[src/rtl/step_move_ctrl.sv]
// step_move_ctrl: motion sequencer for a single stepper axis.
// Accepts a move command, waits out the driver DIR setup time, then issues
// single-cycle start strobes to the step-pulse generator at a fixed period
// until the step count is exhausted or the move is aborted.
// Optional feature macro: STEP_POS_EN (signed step position counter on pos_o).
module step_move_ctrl #(
    parameter int COUNT_W    = 16,
    parameter int PERIOD_W   = 24,
    parameter int DIR_SETUP  = 200,
    parameter int MIN_PERIOD = 600
) (
    input  logic                sys_clk,
    input  logic                rst_n,
    input  logic                cmd_valid,
    output logic                cmd_ready,
    input  logic                cmd_dir,
    input  logic [COUNT_W-1:0]  cmd_steps,
    input  logic [PERIOD_W-1:0] cmd_period,
    input  logic                abort,
    output logic                step_start,
    output logic                mt_dir_o,
    output logic                mt_en_o,
    output logic                busy,
    output logic                done,
    output logic                aborted,
    output logic [31:0]         pos_o,
    input  logic                pos_clr
);

    // Setup counter holds DIR_SETUP-1 down to 0.
    localparam int SETUP_W = (DIR_SETUP > 1) ? $clog2(DIR_SETUP) : 1;
    localparam logic [PERIOD_W-1:0] MIN_P       = PERIOD_W'(MIN_PERIOD);
    localparam logic [SETUP_W-1:0]  SETUP_LOAD  = SETUP_W'(DIR_SETUP - 1);

    typedef enum logic [2:0] {
        S_IDLE  = 3'd0,
        S_SETUP = 3'd1,
        S_STEP  = 3'd2,
        S_WAIT  = 3'd3,
        S_DONE  = 3'd4
    } state_t;

    // Effective period: never shorter than the pulse width plus low time.
    function automatic logic [PERIOD_W-1:0] clamp_period(input logic [PERIOD_W-1:0] p);
        logic [PERIOD_W-1:0] r;
        if (p < MIN_P) begin
            r = MIN_P;
        end else begin
            r = p;
        end
        return r;
    endfunction

    state_t               state_r;
    state_t               state_s;
    logic [SETUP_W-1:0]   setup_cnt_r;
    logic [PERIOD_W-1:0]  per_cnt_r;
    logic [PERIOD_W-1:0]  period_r;
    logic [COUNT_W-1:0]   rem_r;
    logic                 dir_r;

    logic                 accept_s;
    logic                 abort_s;

    logic                 ready_s;
    logic                 start_s;
    logic                 busy_s;
    logic                 done_s;
    logic                 aborted_s;

    logic                 ready_r;
    logic                 start_r;
    logic                 en_r;
    logic                 busy_r;
    logic                 done_r;
    logic                 aborted_r;

    assign accept_s = cmd_valid && (state_r == S_IDLE);
    // Abort only matters while a move is actually in flight.
    assign abort_s  = abort && ((state_r == S_SETUP) || (state_r == S_STEP) ||
                                (state_r == S_WAIT));

    // State register.
    always_ff @(posedge sys_clk or negedge rst_n) begin
        if (!rst_n) begin
            state_r <= S_IDLE;
        end else begin
            state_r <= state_s;
        end
    end

    // Next-state logic; abort outranks every in-move transition, including into STEP.
    always_comb begin
        state_s = state_r;
        case (state_r)
            S_IDLE: begin
                if (accept_s) begin
                    if (cmd_steps == '0) begin
                        state_s = S_DONE;
                    end else begin
                        state_s = S_SETUP;
                    end
                end else begin
                    state_s = S_IDLE;
                end
            end
            S_SETUP: begin
                if (abort_s) begin
                    state_s = S_DONE;
                end else if (setup_cnt_r == '0) begin
                    state_s = S_STEP;
                end else begin
                    state_s = S_SETUP;
                end
            end
            S_STEP: begin
                if (abort_s) begin
                    state_s = S_DONE;
                end else begin
                    state_s = S_WAIT;
                end
            end
            S_WAIT: begin
                if (abort_s) begin
                    state_s = S_DONE;
                end else if (per_cnt_r == '0) begin
                    if (rem_r != '0) begin
                        state_s = S_STEP;
                    end else begin
                        state_s = S_DONE;
                    end
                end else begin
                    state_s = S_WAIT;
                end
            end
            S_DONE: begin
                state_s = S_IDLE;
            end
            default: begin
                state_s = S_IDLE;
            end
        endcase
    end

    // Output decode from the next state so the output flops align with the state flop.
    always_comb begin
        ready_s   = (state_s == S_IDLE);
        start_s   = (state_s == S_STEP);
        busy_s    = (state_s != S_IDLE);
        done_s    = (state_s == S_DONE);
        aborted_s = (state_s == S_DONE) && abort_s;
    end

    // Registered control outputs.
    always_ff @(posedge sys_clk or negedge rst_n) begin
        if (!rst_n) begin
            ready_r   <= 1'b1;
            start_r   <= 1'b0;
            en_r      <= 1'b0;
            busy_r    <= 1'b0;
            done_r    <= 1'b0;
            aborted_r <= 1'b0;
        end else begin
            ready_r   <= ready_s;
            start_r   <= start_s;
            en_r      <= busy_s;
            busy_r    <= busy_s;
            done_r    <= done_s;
            aborted_r <= aborted_s;
        end
    end

    // Command latch, direction register and the setup/period/remaining counters.
    always_ff @(posedge sys_clk or negedge rst_n) begin
        if (!rst_n) begin
            setup_cnt_r <= '0;
            per_cnt_r   <= '0;
            period_r    <= '0;
            rem_r       <= '0;
            dir_r       <= 1'b0;
        end else begin
            case (state_r)
                S_IDLE: begin
                    if (accept_s) begin
                        rem_r       <= cmd_steps;
                        period_r    <= clamp_period(cmd_period);
                        setup_cnt_r <= SETUP_LOAD;
                        // A zero-step command leaves the driver DIR pin alone.
                        if (cmd_steps != '0) begin
                            dir_r <= cmd_dir;
                        end else begin
                            dir_r <= dir_r;
                        end
                    end else begin
                        rem_r <= rem_r;
                    end
                end
                S_SETUP: begin
                    if (setup_cnt_r != '0) begin
                        setup_cnt_r <= setup_cnt_r - SETUP_W'(1);
                    end else begin
                        setup_cnt_r <= setup_cnt_r;
                    end
                end
                S_STEP: begin
                    if (rem_r != '0) begin
                        rem_r <= rem_r - COUNT_W'(1);
                    end else begin
                        rem_r <= rem_r;
                    end
                    // WAIT spans P-1 cycles after the strobe; counter ends at zero.
                    per_cnt_r <= period_r - PERIOD_W'(2);
                end
                S_WAIT: begin
                    if (per_cnt_r != '0) begin
                        per_cnt_r <= per_cnt_r - PERIOD_W'(1);
                    end else begin
                        per_cnt_r <= per_cnt_r;
                    end
                end
                S_DONE: begin
                    rem_r <= rem_r;
                end
                default: begin
                    rem_r <= rem_r;
                end
            endcase
        end
    end

    assign cmd_ready  = ready_r;
    assign step_start = start_r;
    assign mt_dir_o   = dir_r;
    assign mt_en_o    = en_r;
    assign busy       = busy_r;
    assign done       = done_r;
    assign aborted    = aborted_r;

`ifdef STEP_POS_EN
    logic [31:0] pos_r;

    // Signed position counter; a clear in the same cycle as a strobe wins.
    always_ff @(posedge sys_clk or negedge rst_n) begin
        if (!rst_n) begin
            pos_r <= 32'd0;
        end else if (pos_clr) begin
            pos_r <= 32'd0;
        end else if (start_r) begin
            if (dir_r) begin
                pos_r <= pos_r + 32'd1;
            end else begin
                pos_r <= pos_r - 32'd1;
            end
        end else begin
            pos_r <= pos_r;
        end
    end

    assign pos_o = pos_r;
`else
    logic unused_pos_clr_s;
    assign unused_pos_clr_s = pos_clr;
    assign pos_o            = 32'd0;
`endif

endmodule

[config.mk]
export PLATFORM = sky130hd
export DESIGN_NAME = step_move_ctrl
export DESIGN_NICKNAME = d
export VERILOG_FILES = /design/src/rtl/step_move_ctrl.sv
export SDC_FILE = /design/constraint.sdc
export NUM_CORES = 1
export LEC_CHECK = 0
export BUFFER_PORTS_ARGS = -buffer_cell sky130_fd_sc_hd__buf_2
export CORE_MARGIN = 2
export CORE_UTILIZATION = 60
export DETAILED_ROUTE_END_ITERATION = 8
export MAX_ROUTING_LAYER = met4
export PLACE_DENSITY_LB_ADDON = 0.15
export SLEW_MARGIN = 5
export SYNTH_ARGS = -nofsm -noshare
export SYNTH_HDL_FRONTEND = slang
export SYNTH_SLANG_ARGS = --single-unit
[constraint.sdc]
create_clock -name sys_clk -period 5.4 [get_ports sys_clk]
set_input_delay 0 -clock sys_clk [delete_from_list [all_inputs] [get_ports sys_clk]]
set_output_delay 0 -clock sys_clk [all_outputs]
set_load 0.02 [all_outputs]
==> impl_metrics.ini, run 1 <==
[clock_tree]
postCtsSetupBuffers = 0
cts_tree = built
cts_resized = 0
clkSinkCount = 81
clk_latency_ns = 0.35
clockBufferDepth = 2
clk_pin_slew_ns = 0.08
htreeDepth = 3
cts_buffers = 9
cts_root_buf = clkbuf_8

[timing]
whs_ns = 0.0313
relSlewSlack = 0.311
finalCriticalPeriod_ns = 2.93
period_share = 0.543
setup_viol = 0
tightest_slew_ns = 1.03
drv_slew = 0
hold_viol_final = 0
fin_worst_skew_ns = 0.0137
fmax_mhz = 341
rsz0062_at_grt = no
fin_setup_tns_ns = 0

[synthesis]
yosysSeqAreaShare = 0.410
avgSynthCellArea_um2 = 8.39
synth_edf_count = 0
syn-cell-area_um2 = 4950
ys.flop_type = dfrtp_1
synthArstFlopShare = 1.00
syn_inst = 590
synth_seq_cells = 81
ys_warn_count = 0
synth_cell_types = 62

[finish]
antenna_cells = 0
nFillCells = 624
fin_cells = 779
stdcell_area_um2 = 5770
area_growth_pct = 16.5
drive_above_1_share = 0.116
layout.nets = 721

[global_route]
grt_overflow_total = 0
grt_pass1_wl_um = 20100
antenna_found_initial = 0
grt_max_degree = 82
grt_pass1_vias = 4199
grt_usage = 0.291

[pwr]
comb_power_share = 0.300
p_sw_w = 0.000753
power.internal_w = 0.00128
p_leak_nw = 2.54
p_seq_frac = 0.463
p_per_area_nw_per_um2 = 353
switching_share = 0.369
clkPwrFrac = 0.238
irDropWorstVdd_mv = 0.248

[die]
core_region_area_um2 = 8090
die-area_um2 = 8990
initial_core_util = 0.612
boundaryPins = 85
fp-row-count = 33
die_w_um = 94.8
die_h_um = 94.8

[routing]
num_vias = 4664
totalWireLength_um = 12000
viasPerCell = 5.99
detail_route.wl_per_cell_um = 15.4
route.detailed.drc = 0
ant_nets = 0
drt_first_pass_iters = 5
drtIter0Drc = 497

[placement]
dpl-instance-area_um2 = 5130
placedCellCount = 721
io_buffers = 51
gp_congestion = 0.918
post-dp-hpwl_um = 7740

[hold_path]
min_path_cells = 3
min_from = cmd_steps[4]
hold_path.class = in2reg
worstHoldEndpoint = rem_r[4]

[worst_setup_path]
arrival_ns = 3.16
r2r_slack_ns = 2.47
critical_path_class = reg2reg
r2r_start = per_cnt_r[0]
critPathCaptureType = flip-flop
reg2regPathDepth = 7
required_ns = 5.63
cp_max_fo = 25
r2r-end = per_cnt_r[5]
cp-start-kind = flip-flop

[job]
cap_violations = 0

[outcome]
outcome = finished clean
-- worst max path at each step --
stage	startpoint	end	slack [ns]	cells after the start
CTS	per_cnt_r[0]	per_cnt_r[21]	2.49	7
global placement	per_cnt_r[0]	per_cnt_r[23]	2.53	7
floorplan	per_cnt_r[0]	busy	3.03	8
global route	per_cnt_r[0]	per_cnt_r[23]	2.24	7
detailed placement	per_cnt_r[0]	per_cnt_r[21]	2.51	7
finish	per_cnt_r[0]	per_cnt_r[5]	2.47	7
-- state kept, by name (all words and copies together), names as in the netlist --
name         count
cmd_ready        1
aborted          1
rem_r           16
step_start       1
per_cnt_r       24
setup_cnt_r      8
done             1
mt_dir_o         1
state_r          3
busy             1
period_r        24
-- Yosys cell counts (6+ instances only) --
cell / count / area (um2)
nand4_1: 10 / 62.6
a32oi_1: 9 / 78.8
o21ai_1: 23 / 115
ha_1: 6 / 75.1
nand3_1: 9 / 45.0
nor2_1: 46 / 173
nor3b_1: 6 / 45.0
nor4_1: 21 / 131
buf_4: 33 / 248
dfrtp_1: 80 / 2000
or4_1: 7 / 52.6
o21ai_0: 20 / 100
clkbuf_1: 22 / 82.6
nor3_1: 22 / 110
xnor2_1: 16 / 140
inv_1: 11 / 41.3
xor2_1: 12 / 105
o22a_1: 7 / 61.3
a21oi_1: 29 / 145
nand2_1: 109 / 409
or3_1: 9 / 56.3
-- repair_timing --
item,CTS,global route
endpoints found under the hold margin,121,0
setup endpoints to repair,0,0
hold buffers,42,0
-- worst max-delay path, cell delays in order (launching register included) --
cell and delay, ns:
dfrtp_1 0.44, inv_1 0.08, ha_1 0.19, or3b_2 0.54
nor4_4 0.43, a41o_1 0.79, nor2_1 0.12, o22a_1 0.22
-- stage by stage --
step,util,power [W],setup WS (ns)
floorplan,-,0.00137,3.03
global placement,0.634,0.00149,2.53
detailed placement,0.634,0.00152,2.51
CTS,0.712,0.00203,2.49
global route,0.713,0.00218,2.24
finish,0.713,0.00204,2.47
-- routing by layer --
metal / track usage / part of all wire / vias to the layer above / wire, um
met4: 0.0676 / 0.0078 / 0 / 93
li1: - / - / 2212 / -
met3: 0.0447 / 0.073 / 14 / 871
met1: 0.417 / 0.45 / 2218 / 5340
met2: 0.438 / 0.47 / 220 / 5690
met5: - / 0 / - / 0
-- layout make-up --
class                      count  area, um2  area share
clock inverter                 5       80.1      0.0139
timing repair buffer          96        701       0.121
clock buffer                  11        131      0.0228
sequential                    81       2030       0.352
multi-input combinational    470       2660       0.460
tap                          105        131      0.0228
inverter                      11       41.3     0.00716
-- cell usage in the layout, fill, tap and decap left out, types with 20 or more instances in the layout --
master         Yosys  final
nand2_1          109    109
dfrtp_1           80     80
buf_2              3     50
nor2_1            46     46
dlygate4sd3_1      0     42
conb_1             1     32
a21oi_1           29     29
o21ai_1           23     23
nor3_1            22     22
nor4_1            21     21
o21ai_0           20     20
-- cells by family after synthesis --
| kind of cell | synth area share |
|---|---|
| AND/OR/NAND/NOR | 0.264 |
| other | 0.000757 |
| buffers and inverters | 0.0804 |
| adder cells (fa/ha/maj) | 0.0152 |
| XOR/XNOR | 0.0495 |
| AO/OA/AOI/OAI | 0.176 |
| multiplexers | 0.00430 |
| flip-flops | 0.410 |
-- power groups by stage --
stage	clock network (W)	logic, W	registers [W]
after floorplan	0	0.000468	0.000906
after global placement	0	0.000558	0.000936
after detailed placement	0	0.000575	0.000948
after CTS	0.000489	0.000601	0.000936
after global routing	0.000521	0.000691	0.000967
final	0.000484	0.000610	0.000943
(Power assumes the default switching activity.)
==> inputs of run 2 (changes only) <==
- CORE_UTILIZATION: 60 -> 57
- clock period: 5.4 -> 3 ns (I/O delays scaled with it)
==> impl_metrics.ini, run 2 (synthesis gave the netlist of run 1 again) <==
[clock_tree]
clk_pin_slew_ns = 0.09
postCtsSetupBuffers = 0
cts_buffers = 9
cts_root_buf = clkbuf_8
clkSinkCount = 81
htreeDepth = 3
clk_latency_ns = 0.36
cts_tree = built
clockBufferDepth = 2

[die]
fp-row-count = 34
die-area_um2 = 9450
die_h_um = 97.2
boundaryPins = 85
initial_core_util = 0.579
die_w_um = 97.2
core_region_area_um2 = 8550

[finish]
reg_top3 = per_cnt_r x24, period_r x24, rem_r x16
drive_above_1_share = 0.131
layout.nets = 733
antenna_cells = 0
fin_cells = 794
multi_input_area_um2 = 2650
area_growth_pct = 17.9
nFillCells = 681
layout_commonest_cell = nand2_1
seq_area_um2 = 2030
layout_common_cells = 109 x nand2_1, 80 x dfrtp_1, 50 x buf_2

[worst_setup_path]
path_cells = inv_1 > ha_1 > or3b_2 > nor4_4 > and3_1 > o21ai_1 > or3_1
critical_path_class = reg2reg
critPathCaptureType = flip-flop
cp-start-kind = flip-flop
required_ns = 3.25
cp_max_fo = 6
crit_family = simple AND/OR/NAND/NOR gates
arrival_ns = 2.80
cpPeakStageDelay_ns = 0.53
critical_path.slowest_cell = or3b_2
path_buf_inv = 1

[placement]
placedCellCount = 736
post-dp-hpwl_um = 8070
io_buffers = 51
gp_congestion = 0.878

[timing]
whs_ns = 0.0701
setup_viol = 0
fmax_mhz = 391
finalCriticalPeriod_ns = 2.56
rsz0062_at_grt = no
hold_viol_final = 0
fin_setup_tns_ns = 0
tightest_slew_ns = 1.03
period_share = 0.852
fin_worst_skew_ns = 0.0171
relSlewSlack = 0.311
drv_slew = 0

[routing]
viasPerCell = 5.81
ant_nets = 0
detail_route.wl_per_cell_um = 15.5
num_vias = 4611
drtIter0Drc = 282
drt_first_pass_iters = 5
totalWireLength_um = 12300
route.detailed.drc = 0

[global_route]
antenna_found_initial = 0
grt_max_degree = 82
grt_pass1_vias = 4307
grt_usage = 0.278
grt_overflow_total = 0
grt_pass1_wl_um = 20900

[pwr]
p_per_area_nw_per_um2 = 624
irDropWorstVdd_mv = 0.361
p_leak_nw = 2.59
design_power_total_w = 0.00364

[job]
cap_violations = 0

[hold_path]
hold_path.class = in2reg

[outcome]
outcome = finished clean
==> run 2: cell types whose count changed in the layout (fill, tap and decap cells not counted) <==
cell       change
bufinv_16      -1
a41oi_2        -1
clkbuf_8       +1
clkinv_2       +1
buf_4         +12
a41oi_1        +1
clkbuf_1       -1
==> run 2: final timing paths <==
path	start	to	depth (start not counted)	slack, ns
setup / recovery	per_cnt_r[0]	busy	7	0.44
min in group asynchronous	rst_n	per_cnt_r[7]	2	0.35
setup reg to reg	per_cnt_r[0]	busy	7	0.44
hold reg to reg	per_cnt_r[10]	per_cnt_r[10]	2	0.49
max in group asynchronous	rst_n	period_r[5]	2	1.96
hold / removal	cmd_steps[4]	rem_r[4]	3	0.07
==> run 2: area by class of cell <==
class	instances	area share
sequential	81	0.347
inverter	11	0.00707
multi-input combinational	470	0.453
tap	108	0.0231
clock buffer	11	0.0242
timing repair buffer	108	0.135
clock inverter	5	0.00943
==> run 2: stage by stage <==
stage	instance area, um2	util	setup WS (ns)
6_report	5840	0.683	0.443
5_1_grt	5840	0.683	0.293
4_1_cts	5840	0.683	0.468
3_5_place_dp	5220	0.611	0.476
3_3_place_gp	5220	0.611	0.525
2_1_floorplan	5070	-	0.628
==> run 2: layer usage <==
layer | GRT usage | part of all wire | up-vias
met5 | - | 0 | -
met4 | 0.0888 | 0.017 | 0
met3 | 0.0410 | 0.049 | 20
met2 | 0.422 | 0.48 | 159
met1 | 0.389 | 0.46 | 2190
li1 | - | - | 2242
==> run 2: power breakdown <==
| group | internal [W] | switching, W | total [W] |
|---|---|---|---|
| sequential | 0.00136 | 0.000335 | 0.00169 |
| clock | 0.000405 | 0.000419 | 0.000825 |
| combinational | 0.000506 | 0.000618 | 0.00112 |
| total | 0.00227 | 0.00137 | 0.00364 |
==> run 2: repair_timing <==
item	CTS	global route
endpoints found under the hold margin	122	0
hold buffers	42	0
gates resized for setup	0	0
==> run 2: worst reg2reg max path: stages (launching register included) <==
cell and delay, ns:
dfrtp_1 0.43, inv_1 0.08, ha_1 0.18, or3b_2 0.53
nor4_4 0.45, and3_1 0.28, o21ai_1 0.14, or3_1 0.36
